===== config.mk =====
export PLATFORM = sky130hd
export DESIGN_NAME = video_timing_gen
export DESIGN_NICKNAME = d
export VERILOG_FILES = /design/src/rtl/video_timing_pkg.sv /design/src/rtl/video_axis_counter.sv /design/src/rtl/video_timing_gen.sv
export SDC_FILE = /design/constraint.sdc
export NUM_CORES = 1
export LEC_CHECK = 0
export ABC_AREA = 0
export CAP_MARGIN = 10
export CORE_MARGIN = 2
export CORE_UTILIZATION = 35
export DETAILED_ROUTE_END_ITERATION = 8
export GPL_TIMING_DRIVEN = 0
export HOLD_SLACK_MARGIN = 0.12
export PLACE_DENSITY_LB_ADDON = 0.3
export SYNTH_ARGS = -nofsm -noshare
export SYNTH_HDL_FRONTEND = slang
export SYNTH_SLANG_ARGS = --single-unit

===== constraint.sdc =====
create_clock -name clk_sys -period 2.8 [get_ports clk_sys]
set_input_delay 0.56 -clock clk_sys [delete_from_list [all_inputs] [get_ports clk_sys]]
set_output_delay 0.56 -clock clk_sys [all_outputs]
set_load 0.1 [all_outputs]

===== src/rtl/video_timing_pkg.sv =====
// -----------------------------------------------------------------------------
// video_timing_pkg
//   Shared types and helpers for the raster timing generator.
//   - timing_t    : blank / sync / jump / end points for one raster axis
//   - DRUAGA_H/V  : default Druaga/Namco axis timings (384 px x 263 lines)
//   - clamp_edge(): applies a signed 4-bit sync-position adjust to a nominal
//                   edge and clamps it into the visited part of the axis
// -----------------------------------------------------------------------------
package video_timing_pkg;

    localparam int VT_CW = 9;

    typedef struct packed {
        logic [VT_CW-1:0] blank_end;    // count at which blank deasserts
        logic [VT_CW-1:0] blank_start;  // count at which blank asserts
        logic [VT_CW-1:0] sync_start;   // nominal sync_n fall
        logic [VT_CW-1:0] sync_end;     // nominal sync_n rise
        logic [VT_CW-1:0] jump_from;    // count after which jump_to is loaded
        logic [VT_CW-1:0] jump_to;      // load value after jump_from
        logic [VT_CW-1:0] cnt_end;      // last count, wraps to zero
    } timing_t;

    localparam timing_t DRUAGA_H = '{
        blank_end:   9'd1,
        blank_start: 9'd290,
        sync_start:  9'd311,
        sync_end:    9'd342,
        jump_from:   9'd342,
        jump_to:     9'd471,
        cnt_end:     9'd511
    };

    // Vertical blank deasserts on the wrap, so blank_end equals cnt_end.
    localparam timing_t DRUAGA_V = '{
        blank_end:   9'd511,
        blank_start: 9'd223,
        sync_start:  9'd234,
        sync_end:    9'd241,
        jump_from:   9'd241,
        jump_to:     9'd491,
        cnt_end:     9'd511
    };

    // base + adj, evaluated one bit wider and signed so a negative adjust on a
    // small base cannot wrap around, then clamped into [lo, hi].  lo is one
    // past blank start and hi is the jump point, so the result is always a
    // count the axis actually visits.
    function automatic logic [VT_CW-1:0] clamp_edge(
        input logic [VT_CW-1:0]  base,
        input logic signed [3:0] adj,
        input logic [VT_CW-1:0]  lo,
        input logic [VT_CW-1:0]  hi
    );
        logic signed [VT_CW:0] sum;
        logic signed [VT_CW:0] lo_s;
        logic signed [VT_CW:0] hi_s;
        logic [VT_CW-1:0]      result;
        sum  = $signed({1'b0, base}) + $signed({{(VT_CW-3){adj[3]}}, adj});
        lo_s = $signed({1'b0, lo});
        hi_s = $signed({1'b0, hi});
        if (sum < lo_s) begin
            result = lo;
        end else if (sum > hi_s) begin
            result = hi;
        end else begin
            result = sum[VT_CW-1:0];
        end
        return result;
    endfunction

endpackage


===== src/rtl/video_axis_counter.sv =====
// -----------------------------------------------------------------------------
// video_axis_counter
//   One raster axis: position counter with jump and wrap, blank flag and
//   active-low sync, all advancing only when i_step is high.
//
//   clk_sys    in   system clock
//   reset_n    in   asynchronous active-low reset
//   i_step     in   advance enable (pixel enable for H, H wrap for V)
//   i_sync_on  in   count at which o_sync_n falls (already adjusted/clamped)
//   i_sync_off in   count at which o_sync_n rises (already adjusted/clamped)
//   o_cnt      out  current count
//   o_blank    out  blank flag, active high
//   o_sync_n   out  sync, active low
//   o_wrap     out  high with i_step when the count wraps cnt_end -> 0
// -----------------------------------------------------------------------------
module video_axis_counter
    import video_timing_pkg::*;
#(
    parameter int      CW     = VT_CW,
    parameter timing_t TIMING = DRUAGA_H
) (
    input  logic          clk_sys,
    input  logic          reset_n,
    input  logic          i_step,
    input  logic [CW-1:0] i_sync_on,
    input  logic [CW-1:0] i_sync_off,
    output logic [CW-1:0] o_cnt,
    output logic          o_blank,
    output logic          o_sync_n,
    output logic          o_wrap
);

    localparam logic [CW-1:0] L_BLANK_END   = CW'(TIMING.blank_end);
    localparam logic [CW-1:0] L_BLANK_START = CW'(TIMING.blank_start);
    localparam logic [CW-1:0] L_JUMP_FROM   = CW'(TIMING.jump_from);
    localparam logic [CW-1:0] L_JUMP_TO     = CW'(TIMING.jump_to);
    localparam logic [CW-1:0] L_END         = CW'(TIMING.cnt_end);

    logic [CW-1:0] r_cnt;
    logic          r_blank;
    logic          r_sync_n;
    logic [CW-1:0] w_cnt_nxt;
    logic          w_blank_nxt;
    logic          w_sync_n_nxt;

    // Next-state for count, blank and sync; the three compares are independent
    // so a sync edge on the jump count takes effect together with the jump.
    always_comb begin
        w_cnt_nxt    = r_cnt;
        w_blank_nxt  = r_blank;
        w_sync_n_nxt = r_sync_n;
        if (i_step) begin
            if (r_cnt == L_BLANK_END) begin
                w_blank_nxt = 1'b0;
            end else if (r_cnt == L_BLANK_START) begin
                w_blank_nxt = 1'b1;
            end else begin
                w_blank_nxt = r_blank;
            end

            if (r_cnt == i_sync_on) begin
                w_sync_n_nxt = 1'b0;
            end else if (r_cnt == i_sync_off) begin
                w_sync_n_nxt = 1'b1;
            end else begin
                w_sync_n_nxt = r_sync_n;
            end

            if (r_cnt == L_JUMP_FROM) begin
                w_cnt_nxt = L_JUMP_TO;
            end else if (r_cnt == L_END) begin
                w_cnt_nxt = {CW{1'b0}};
            end else begin
                w_cnt_nxt = r_cnt + {{(CW-1){1'b0}}, 1'b1};
            end
        end else begin
            w_cnt_nxt    = r_cnt;
            w_blank_nxt  = r_blank;
            w_sync_n_nxt = r_sync_n;
        end
    end

    // Axis state registers.
    always_ff @(posedge clk_sys or negedge reset_n) begin
        if (!reset_n) begin
            r_cnt    <= {CW{1'b0}};
            r_blank  <= 1'b1;
            r_sync_n <= 1'b1;
        end else begin
            r_cnt    <= w_cnt_nxt;
            r_blank  <= w_blank_nxt;
            r_sync_n <= w_sync_n_nxt;
        end
    end

    assign o_cnt    = r_cnt;
    assign o_blank  = r_blank;
    assign o_sync_n = r_sync_n;
    assign o_wrap   = i_step && (r_cnt == L_END);

endmodule


===== src/rtl/video_timing_gen.sv =====
// -----------------------------------------------------------------------------
// video_timing_gen
//   Parametrised raster timing generator.  Divides clk_sys down to a pixel
//   enable, runs the H and V axis counters, applies a per-frame sync position
//   adjust and gates/registers the core RGB.
//
//   clk_sys      in   system clock
//   reset_n      in   asynchronous active-low reset
//   h_adj        in   signed hsync shift, -8..+7 pixels (sampled at frame start)
//   v_adj        in   signed vsync shift, -8..+7 lines  (sampled at frame start)
//   rgb_in       in   core pixel
//   ce_pix       out  one-clk_sys pulse per pixel
//   hpos, vpos   out  current horizontal / vertical count
//   hblank       out  horizontal blank, active high
//   vblank       out  vertical blank, active high
//   hsync_n      out  horizontal sync, active low
//   vsync_n      out  vertical sync, active low
//   rgb_out      out  registered pixel, zero during any blank
//   line_start   out  pulse with ce_pix when hcnt wraps to 0
//   frame_start  out  pulse with ce_pix when vcnt wraps to 0
// -----------------------------------------------------------------------------
module video_timing_gen
    import video_timing_pkg::*;
#(
    parameter int CE_DIV        = 8,
    parameter int DW            = 12,
    parameter int CW            = VT_CW,
    parameter int H_BLANK_END   = 1,
    parameter int H_BLANK_START = 290,
    parameter int H_SYNC_START  = 311,
    parameter int H_SYNC_END    = 342,
    parameter int H_JUMP_FROM   = 342,
    parameter int H_JUMP_TO     = 471,
    parameter int H_END         = 511,
    parameter int V_BLANK_START = 223,
    parameter int V_SYNC_START  = 234,
    parameter int V_SYNC_END    = 241,
    parameter int V_JUMP_FROM   = 241,
    parameter int V_JUMP_TO     = 491,
    parameter int V_END         = 511
) (
    input  logic                clk_sys,
    input  logic                reset_n,
    input  logic signed [3:0]   h_adj,
    input  logic signed [3:0]   v_adj,
    input  logic [DW-1:0]       rgb_in,
    output logic                ce_pix,
    output logic [CW-1:0]       hpos,
    output logic [CW-1:0]       vpos,
    output logic                hblank,
    output logic                vblank,
    output logic                hsync_n,
    output logic                vsync_n,
    output logic [DW-1:0]       rgb_out,
    output logic                line_start,
    output logic                frame_start
);

    localparam int               DIV_W    = (CE_DIV > 1) ? $clog2(CE_DIV) : 1;
    localparam logic [DIV_W-1:0] DIV_LAST = DIV_W'(CE_DIV - 1);

    localparam timing_t H_TIMING = '{
        blank_end:   VT_CW'(H_BLANK_END),
        blank_start: VT_CW'(H_BLANK_START),
        sync_start:  VT_CW'(H_SYNC_START),
        sync_end:    VT_CW'(H_SYNC_END),
        jump_from:   VT_CW'(H_JUMP_FROM),
        jump_to:     VT_CW'(H_JUMP_TO),
        cnt_end:     VT_CW'(H_END)
    };

    // Vertical blank ends on the frame wrap.
    localparam timing_t V_TIMING = '{
        blank_end:   VT_CW'(V_END),
        blank_start: VT_CW'(V_BLANK_START),
        sync_start:  VT_CW'(V_SYNC_START),
        sync_end:    VT_CW'(V_SYNC_END),
        jump_from:   VT_CW'(V_JUMP_FROM),
        jump_to:     VT_CW'(V_JUMP_TO),
        cnt_end:     VT_CW'(V_END)
    };

    logic [DIV_W-1:0]   r_div;
    logic signed [3:0]  r_h_adj_l;
    logic signed [3:0]  r_v_adj_l;
    logic [DW-1:0]      r_rgb;

    logic               w_ce;
    logic               w_h_wrap;
    logic               w_v_wrap;
    logic               w_hblank;
    logic               w_vblank;
    logic [CW-1:0]      w_hs_on;
    logic [CW-1:0]      w_hs_off;
    logic [CW-1:0]      w_vs_on;
    logic [CW-1:0]      w_vs_off;

    // Pixel divider: free-running 0..CE_DIV-1, enable on the last count.
    always_ff @(posedge clk_sys or negedge reset_n) begin
        if (!reset_n) begin
            r_div <= {DIV_W{1'b0}};
        end else if (r_div == DIV_LAST) begin
            r_div <= {DIV_W{1'b0}};
        end else begin
            r_div <= r_div + {{(DIV_W-1){1'b0}}, 1'b1};
        end
    end

    assign w_ce = (r_div == DIV_LAST);

    // Adjust latches: only the frame-start pixel samples the inputs, so a
    // change mid-frame never moves a sync edge the counter has already passed.
    always_ff @(posedge clk_sys or negedge reset_n) begin
        if (!reset_n) begin
            r_h_adj_l <= 4'sd0;
            r_v_adj_l <= 4'sd0;
        end else if (w_v_wrap) begin
            r_h_adj_l <= h_adj;
            r_v_adj_l <= v_adj;
        end else begin
            r_h_adj_l <= r_h_adj_l;
            r_v_adj_l <= r_v_adj_l;
        end
    end

    // Clamped sync edges; the window [blank_start+1, jump_from] is always
    // visited, so every programmed edge is reached within the frame.
    assign w_hs_on  = CW'(clamp_edge(VT_CW'(H_SYNC_START), r_h_adj_l,
                                     VT_CW'(H_BLANK_START + 1), VT_CW'(H_JUMP_FROM)));
    assign w_hs_off = CW'(clamp_edge(VT_CW'(H_SYNC_END), r_h_adj_l,
                                     VT_CW'(H_BLANK_START + 1), VT_CW'(H_JUMP_FROM)));
    assign w_vs_on  = CW'(clamp_edge(VT_CW'(V_SYNC_START), r_v_adj_l,
                                     VT_CW'(V_BLANK_START + 1), VT_CW'(V_JUMP_FROM)));
    assign w_vs_off = CW'(clamp_edge(VT_CW'(V_SYNC_END), r_v_adj_l,
                                     VT_CW'(V_BLANK_START + 1), VT_CW'(V_JUMP_FROM)));

    video_axis_counter #(
        .CW     (CW),
        .TIMING (H_TIMING)
    ) u_h_axis (
        .clk_sys    (clk_sys),
        .reset_n    (reset_n),
        .i_step     (w_ce),
        .i_sync_on  (w_hs_on),
        .i_sync_off (w_hs_off),
        .o_cnt      (hpos),
        .o_blank    (w_hblank),
        .o_sync_n   (hsync_n),
        .o_wrap     (w_h_wrap)
    );

    // The vertical axis advances once per line, on the H wrap pixel.
    video_axis_counter #(
        .CW     (CW),
        .TIMING (V_TIMING)
    ) u_v_axis (
        .clk_sys    (clk_sys),
        .reset_n    (reset_n),
        .i_step     (w_h_wrap),
        .i_sync_on  (w_vs_on),
        .i_sync_off (w_vs_off),
        .o_cnt      (vpos),
        .o_blank    (w_vblank),
        .o_sync_n   (vsync_n),
        .o_wrap     (w_v_wrap)
    );

    // RGB gate: uses the blank flags as they stand before this pixel's
    // update, giving one pixel of latency relative to hpos.
    always_ff @(posedge clk_sys or negedge reset_n) begin
        if (!reset_n) begin
            r_rgb <= {DW{1'b0}};
        end else if (w_ce) begin
            r_rgb <= (w_hblank || w_vblank) ? {DW{1'b0}} : rgb_in;
        end else begin
            r_rgb <= r_rgb;
        end
    end

    assign ce_pix      = w_ce;
    assign hblank      = w_hblank;
    assign vblank      = w_vblank;
    assign rgb_out     = r_rgb;
    assign line_start  = w_h_wrap;
    assign frame_start = w_v_wrap;

endmodule


== Yosys cells after proc, flatten, opt, wreduce, memory -nomap -nowiden ==
Index checks and enable logic that the tools add are counted.
Word-level totals
  flip-flop bits (word level): 45
  input port bits: 22
  output and inout port bits: 37
Cells by class
  $add $sub $neg: 7
  $lt $le $gt $ge: 8
  equality and inequality tests: 12
  mux-type cells: 22
  reductions and logical operators: 11
Operator list (number)
  $mux 9: 12
  $eq 9x9->1: 4
  $eq 9x9->1 const B: 4
  $add 10x4->10 const A: 2
  $add 9x4->10 const A: 2
  $gt 10x10->1 const B: 2
  $gt 10x9->1 const B: 2
  $lt 10x10->1 const B: 2
  $lt 10x9->1 const B: 2
  $add 9x1->9 const B: 2
  $eq 9x8->1 const B: 2
  $mux 12: 1
  $eq 9x1->1 const B: 1
  $mux 1: 8
  $reduce_and 2->1: 4
  $reduce_bool 2->1: 4
  $add 3x1->3 const B: 1
  $eq 3x3->1 const B: 1
  $mux 3: 1
  $logic_and 1x1->1: 2
  $logic_or 1x1->1: 1

== Logic depth before layout (Yosys ltp) ==
  depth after elaboration: 7
  mapped depth: 12
  mapped depth without buffers: 11

== By module ==
From an unflattened synthesis, not the netlist that was laid out.
Second synthesis, totals
  cell total of the unflattened synthesis: 333
  area, all modules: 3085.5 um^2
By module, submodules not included
  video_timing_gen: times used 1, cells each 135, area an instance 1238.7 um^2, sequential area each 575.6 um^2
  video_axis_counter (u_h_axis): times used 1, cells each 98, area an instance 938.4 um^2, sequential area each 277.8 um^2
  video_axis_counter (u_v_axis): times used 1, cells each 100, area an instance 908.4 um^2, sequential area each 277.8 um^2

== Worst setup path after synthesis ==
No wires, ideal clock.
  kind: reg2reg
  from: register u_h_axis.r_cnt[0] (netlist: u_h_axis.o_cnt[0])
  to: register u_v_axis.r_sync_n (netlist: u_v_axis.o_sync_n)
  setup time: 0.068 ns
  arrival: 3.763 ns
  setup slack: -1.031 ns
  stages on the path, launching flop included: 13
  path buffers: 1
  clock period less this slack: 3.831 ns
  path through: dfrtp_1 ha_1 and3_1 and3_1 and3_1 ha_1 nand2_1 inv_1 clkbuf_1 nand2_1 nor3_1 a41oi_1 nor2_1
On the way
  cells in the longest elaborated chain, start to end: 3
Ends and longest elaborated chain
  from (decl): RTL line video_axis_counter.sv:39  | logic [CW-1:0] r_cnt;
  from (signal assigned): RTL line video_axis_counter.sv:86  | r_cnt <= {CW{1'b0}};
  from (signal assigned): RTL line video_axis_counter.sv:90  | r_cnt <= w_cnt_nxt;
  $eq 9x9->1: RTL line video_axis_counter.sv:99  | assign o_wrap = i_step && (r_cnt == L_END);
  $logic_and 1x1->1: RTL line video_axis_counter.sv:99
  via line_start: RTL line video_timing_gen.sv:55  | output logic line_start,
  $reduce_and 2->1 (no source line)
  to (signal assigned): RTL line video_axis_counter.sv:92  | r_sync_n <= w_sync_n_nxt;
  to (decl): RTL line video_axis_counter.sv:41  | logic r_sync_n;
The timed path passes the listed nets, and every way through them passes these cells.
A chain may end at the register's enable or synchronous reset.

== Final worst setup path ==
  from: register u_h_axis.r_cnt[1] (netlist: u_h_axis.o_cnt[1])
  to: output port frame_start
On the way
  cells in the longest elaborated chain, start to end: 3
Ends and longest elaborated chain
  $eq 9x9->1: RTL line video_axis_counter.sv:99
  $logic_and 1x1->1 (2 in series): RTL line video_axis_counter.sv:99
  to (decl): RTL line video_timing_gen.sv:56  | output logic frame_start
Every way passes these cells.

==> metrics list <==
- The worst register-to-register path has a depth of 9.
- Worst Setup End Kind: primary output
- The routed design has 6.77 mm of wire.
* Launching element type of the critical path: register
- For this run, the total global-route usage over all layers was measured as 15.8%.
* Number of core rows: 32
* Post-Syn Nets: 359
- Total count of hold-check failures in the final report: 0
- In this run, distinct cell masters in the synthesized netlist total 55.
- VDD sags by at most 0.245 mV.
* Placed cell area: 0.00361 mm2
- Most used cells in the layout excluding fill and tap cells: 54 x sky130_fd_sc_hd__clkdlybuf4s50_1, 39 x sky130_fd_sc_hd__o21ai_0, 36 x sky130_fd_sc_hd__nand2_1
* Reg power frac: 53.1%
- Class of the worst hold path: in -> async
- The initial utilization of the core area, before any placement, comes to 36.2%.
* Number of top-level pins: 59
- Of the synthesized area, sequential elements account for 40.2%.
- Share of total power consumed by net switching: 28.4%
* Cell-internal power: 0.915 mW
- The clock arrives with 0.00664 ns of skew.
* Class of the most critical setup path: reg -> out
- On the critical path the largest part of the delay comes from simple AND/OR/NAND/NOR gates.
* Final Max Tran Viols: 0
* Clock sink count: 45
- Tightest Pin Transition: 1.02 ns
- Clock-pin slew was measured on the worst setup and hold paths at 0.09 ns.
- Post-synth design cell area: 0.00282 mm2
- In this run, CTS created clock tree buffers numbering 5.
- After filler insertion, the fill cell instance count of the layout stands at 779.
* Sum of met3 wire segment lengths after detailed routing: 322 um
- The first detailed-routing pass took 4 iterations.
* Largest net degree at the start of global routing: 24
- Top layer used by detailed routing: met3
- Along the worst path, the maximum fanout reaches 6.
- In this design, the critical path's most frequently occurring cell is sky130_fd_sc_hd__and3_4.
- P_leak: 1.61 nW
* Vias: 2,561
* Comb power frac: 15.7%
- Counting flops with an async set or reset pin after synthesis yields a share of 100%.
* Endpoint of the lowest-slack register-to-register path: u_v_axis.o_cnt[4]
- Measured along the x axis, the die boundary spans 93.7 um.
* Most used flip-flop cell after synthesis: sky130_fd_sc_hd__dfrtp_1
- The Yosys step of the flow raised 0 warnings.
* Met1 Routed Length: 3.20 mm
* CTS Root Buffer Type: sky130_fd_sc_hd__clkbuf_8
- Fraction of final layout cells with drive strength greater than 1: 17.8%
- Headroom to the max-slew limit came out at 32.0%.
* Antenna diode count: 0
- Most common cell after layout, fill and taps aside: sky130_fd_sc_hd__clkdlybuf4s50_1
- Highest achievable clock rate: 368 MHz
- Avg Cell Area, Syn: 8.83 um2
- Power spent charging and discharging nets: 0.363 mW
* H-tree depth reported by CTS: 2
- The die is 93.7 um tall.
- Counting I/O delays and the setup requirement, the final critical path takes 2.72 ns.
- Cell count after synthesis: 319
- STA puts the critical path data arrival time at 2.16 ns.
* Slack of the worst reg-to-reg path: 0.50 ns
- Count of hold-fix buffers inserted at cts: 0
* Area growth syn-to-layout: 36.3%
- The final layout contains 433 nets.
* Data required time at the worst endpoint: 2.24 ns
- Final period util: 97.2%
* Master of the slowest instance on the critical path: sky130_fd_sc_hd__dfrtp_4
* Via count of the first global-routing pass: 2,387
- Counting flops and latches in the post-synthesis netlist gives 45.
* Total setup violations reported at the end of the flow: 0
- Number of design-rule violations left by the first detailed-router iteration: 95
* Post-route ant nets: 0
- Post-layout instance area: 0.00384 mm2
- Setup total negative slack: 0 ns
- Outcome: finished, final reports clean
* Total grt overflow: 0
- Reg-to-reg critical path startpoint: u_v_axis.o_cnt[0]
- The die covers 0.00878 mm2.
- In this run, the clock network consumes 31.2% of the power.
- On the worst path, the slowest cell contributes a delay of 0.51 ns.
- Average wire per standard cell: 13.7 um
- The initial antenna violation count is 0.
- List of cells traversed by the critical path: ha_4 > and3_4 > and3_4 > and3_4 > ha_4 > nand2_4 > inv_4 > nand2_8 > clkinvlp_4 > buf_12
* CTS tree: yes
- Vias/cell: 5.16
* Clk Latency, worst-skew pair: 0.29 ns
- Number of buffers on the longest clock path: 2
- Routed wl met2: 3.25 mm
* HPWL Detailed: 4.86 mm
* Number of enable-type register cells in the synthesized netlist: 0
- Drt drc: 0
- The first global-routing pass estimated 11.4 mm of wire.
- Power per unit of standard cell area: 333 mW/mm2
- Number of buffers and inverters on the critical path: 3
* Max-cap check violation count: 0
- IO Port Bufs: 58
* Global placer's final weighted congestion: 0.810
- After floorplanning, the core was sized to cover 0.00777 mm2.
[worst reg2reg max path: cells and delay by family (launching register included)]
kind | cells | cell delay (ns)
and+or+nand+nor | 4 | 0.68
DFF | 1 | 0.49
adders and majority gates | 2 | 0.43
buffers and inverters | 1 | 0.36
AOI/OAI and AO/OA | 2 | 0.23
[metal layers]
layer  track usage [%]  vias to the layer above
met1              21.6                     1241
met2              26.5                       60
met3              3.93                        0
met5                 0                        -
met4              1.45                        0
li1                  -                     1260
[per-stage QoR]
stage / cells / hold WS, ns / total power, mW / setup slack, ns / util, %
floorplan: 319 / 0.264 / 0.816 / 0.00238 / -
global placement: 479 / 0.418 / 0.889 / -0.809 / 46.3
detailed placement: 480 / 0.427 / 0.894 / -0.854 / 46.5
CTS: 487 / 0.253 / 1.30 / -0.0535 / 48.0
global route: 496 / 0.277 / 1.34 / -0.000736 / 49.4
finish: 496 / 0.257 / 1.28 / 0.0791 / 49.4
[kinds of logic (layout without fill, tap and decap cells)]
logic type               Yosys count  count (layout)  share of synthesized area, %
multiplexers                      10              10                          3.91
AND/OR/NAND/NOR                  112             112                          20.4
adder cells (fa/ha/maj)           18              18                          8.00
AO/OA/AOI/OAI                     76              76                          16.7
buffers and inverters             45             120                          6.22
XOR/XNOR                          13              13                          4.53
flip-flops                        45              45                          40.2
[power by group through the flow]
stage	combinational (mW)	clock, mW	sequential, mW
2_1_floorplan	0.0621	0	0.754
3_3_place_gp	0.197	0	0.692
3_5_place_dp	0.202	0	0.692
4_1_cts	0.203	0.418	0.679
5_1_grt	0.218	0.443	0.682
6_report	0.201	0.398	0.679
[repair_timing]
item	CTS	global route
endpoints found under the hold margin	0	0
cloned	0	0
setup buffers	2	9
endpoints found under the setup margin	3	2
gates resized for setup	21	8
pin swaps	0	1
[registers in the layout (all words and copies together) (netlist names), 3 cells and up]
register,cells
u_h_axis.o_cnt,9
r_div,3
r_v_adj_l,4
rgb_out,12
u_v_axis.o_cnt,9
r_h_adj_l,4
[worst max path at each step]
stage,startpoint,to,slack [ns],cells after the start
2_1_floorplan,u_h_axis.o_cnt[0],frame_start,0.002,9
3_3_place_gp,u_v_axis.o_cnt[2],frame_start,-0.81,9
3_5_place_dp,u_v_axis.o_cnt[2],frame_start,-0.85,9
4_1_cts,u_h_axis.o_cnt[1],frame_start,-0.05,10
5_1_grt,u_h_axis.o_cnt[1],frame_start,-0.0007,10
6_report,u_h_axis.o_cnt[1],frame_start,0.08,10
[cells in the mapped netlist, drive strengths merged (2+ instances only)]
library cell | number | area share (%)
dfrtp | 41 | 36
o21ai | 39 | 6.9
clkbuf | 14 | 1.9
nand4 | 3 | 0.67
or3 | 3 | 0.67
ha | 18 | 8.0
o31ai | 5 | 1.3
mux2i | 2 | 0.71
nor3 | 5 | 1.1
nand4b | 3 | 0.93
xor2 | 6 | 1.9
buf | 4 | 0.71
nor3b | 5 | 1.3
o31a | 2 | 0.67
a41oi | 4 | 1.2
nand2 | 38 | 5.1
nor4 | 4 | 0.89
and3 | 9 | 2.0
nand2b | 5 | 1.4
dfstp | 4 | 3.7
o41ai | 2 | 0.62
nand3 | 4 | 0.71
mux2 | 8 | 3.2
a21oi | 8 | 1.4
nor2 | 23 | 3.1
inv | 27 | 3.6
or2 | 3 | 0.67
a31oi | 4 | 0.89
xnor2 | 6 | 1.9
[final cells by class]
cell class / count / area [um2] / area share (%)
multi-input combinational: 229 / 1590 / 41.3
sequential: 45 / 1160 / 30.3
timing repair buffer: 70 / 697 / 18.2
tap: 102 / 128 / 3.33
inverter: 27 / 108 / 2.80
clock buffer: 6 / 72.6 / 1.89
buffer: 15 / 72.6 / 1.89
clock inverter: 2 / 10.0 / 0.261
Power figures use the tool's default switching activity.
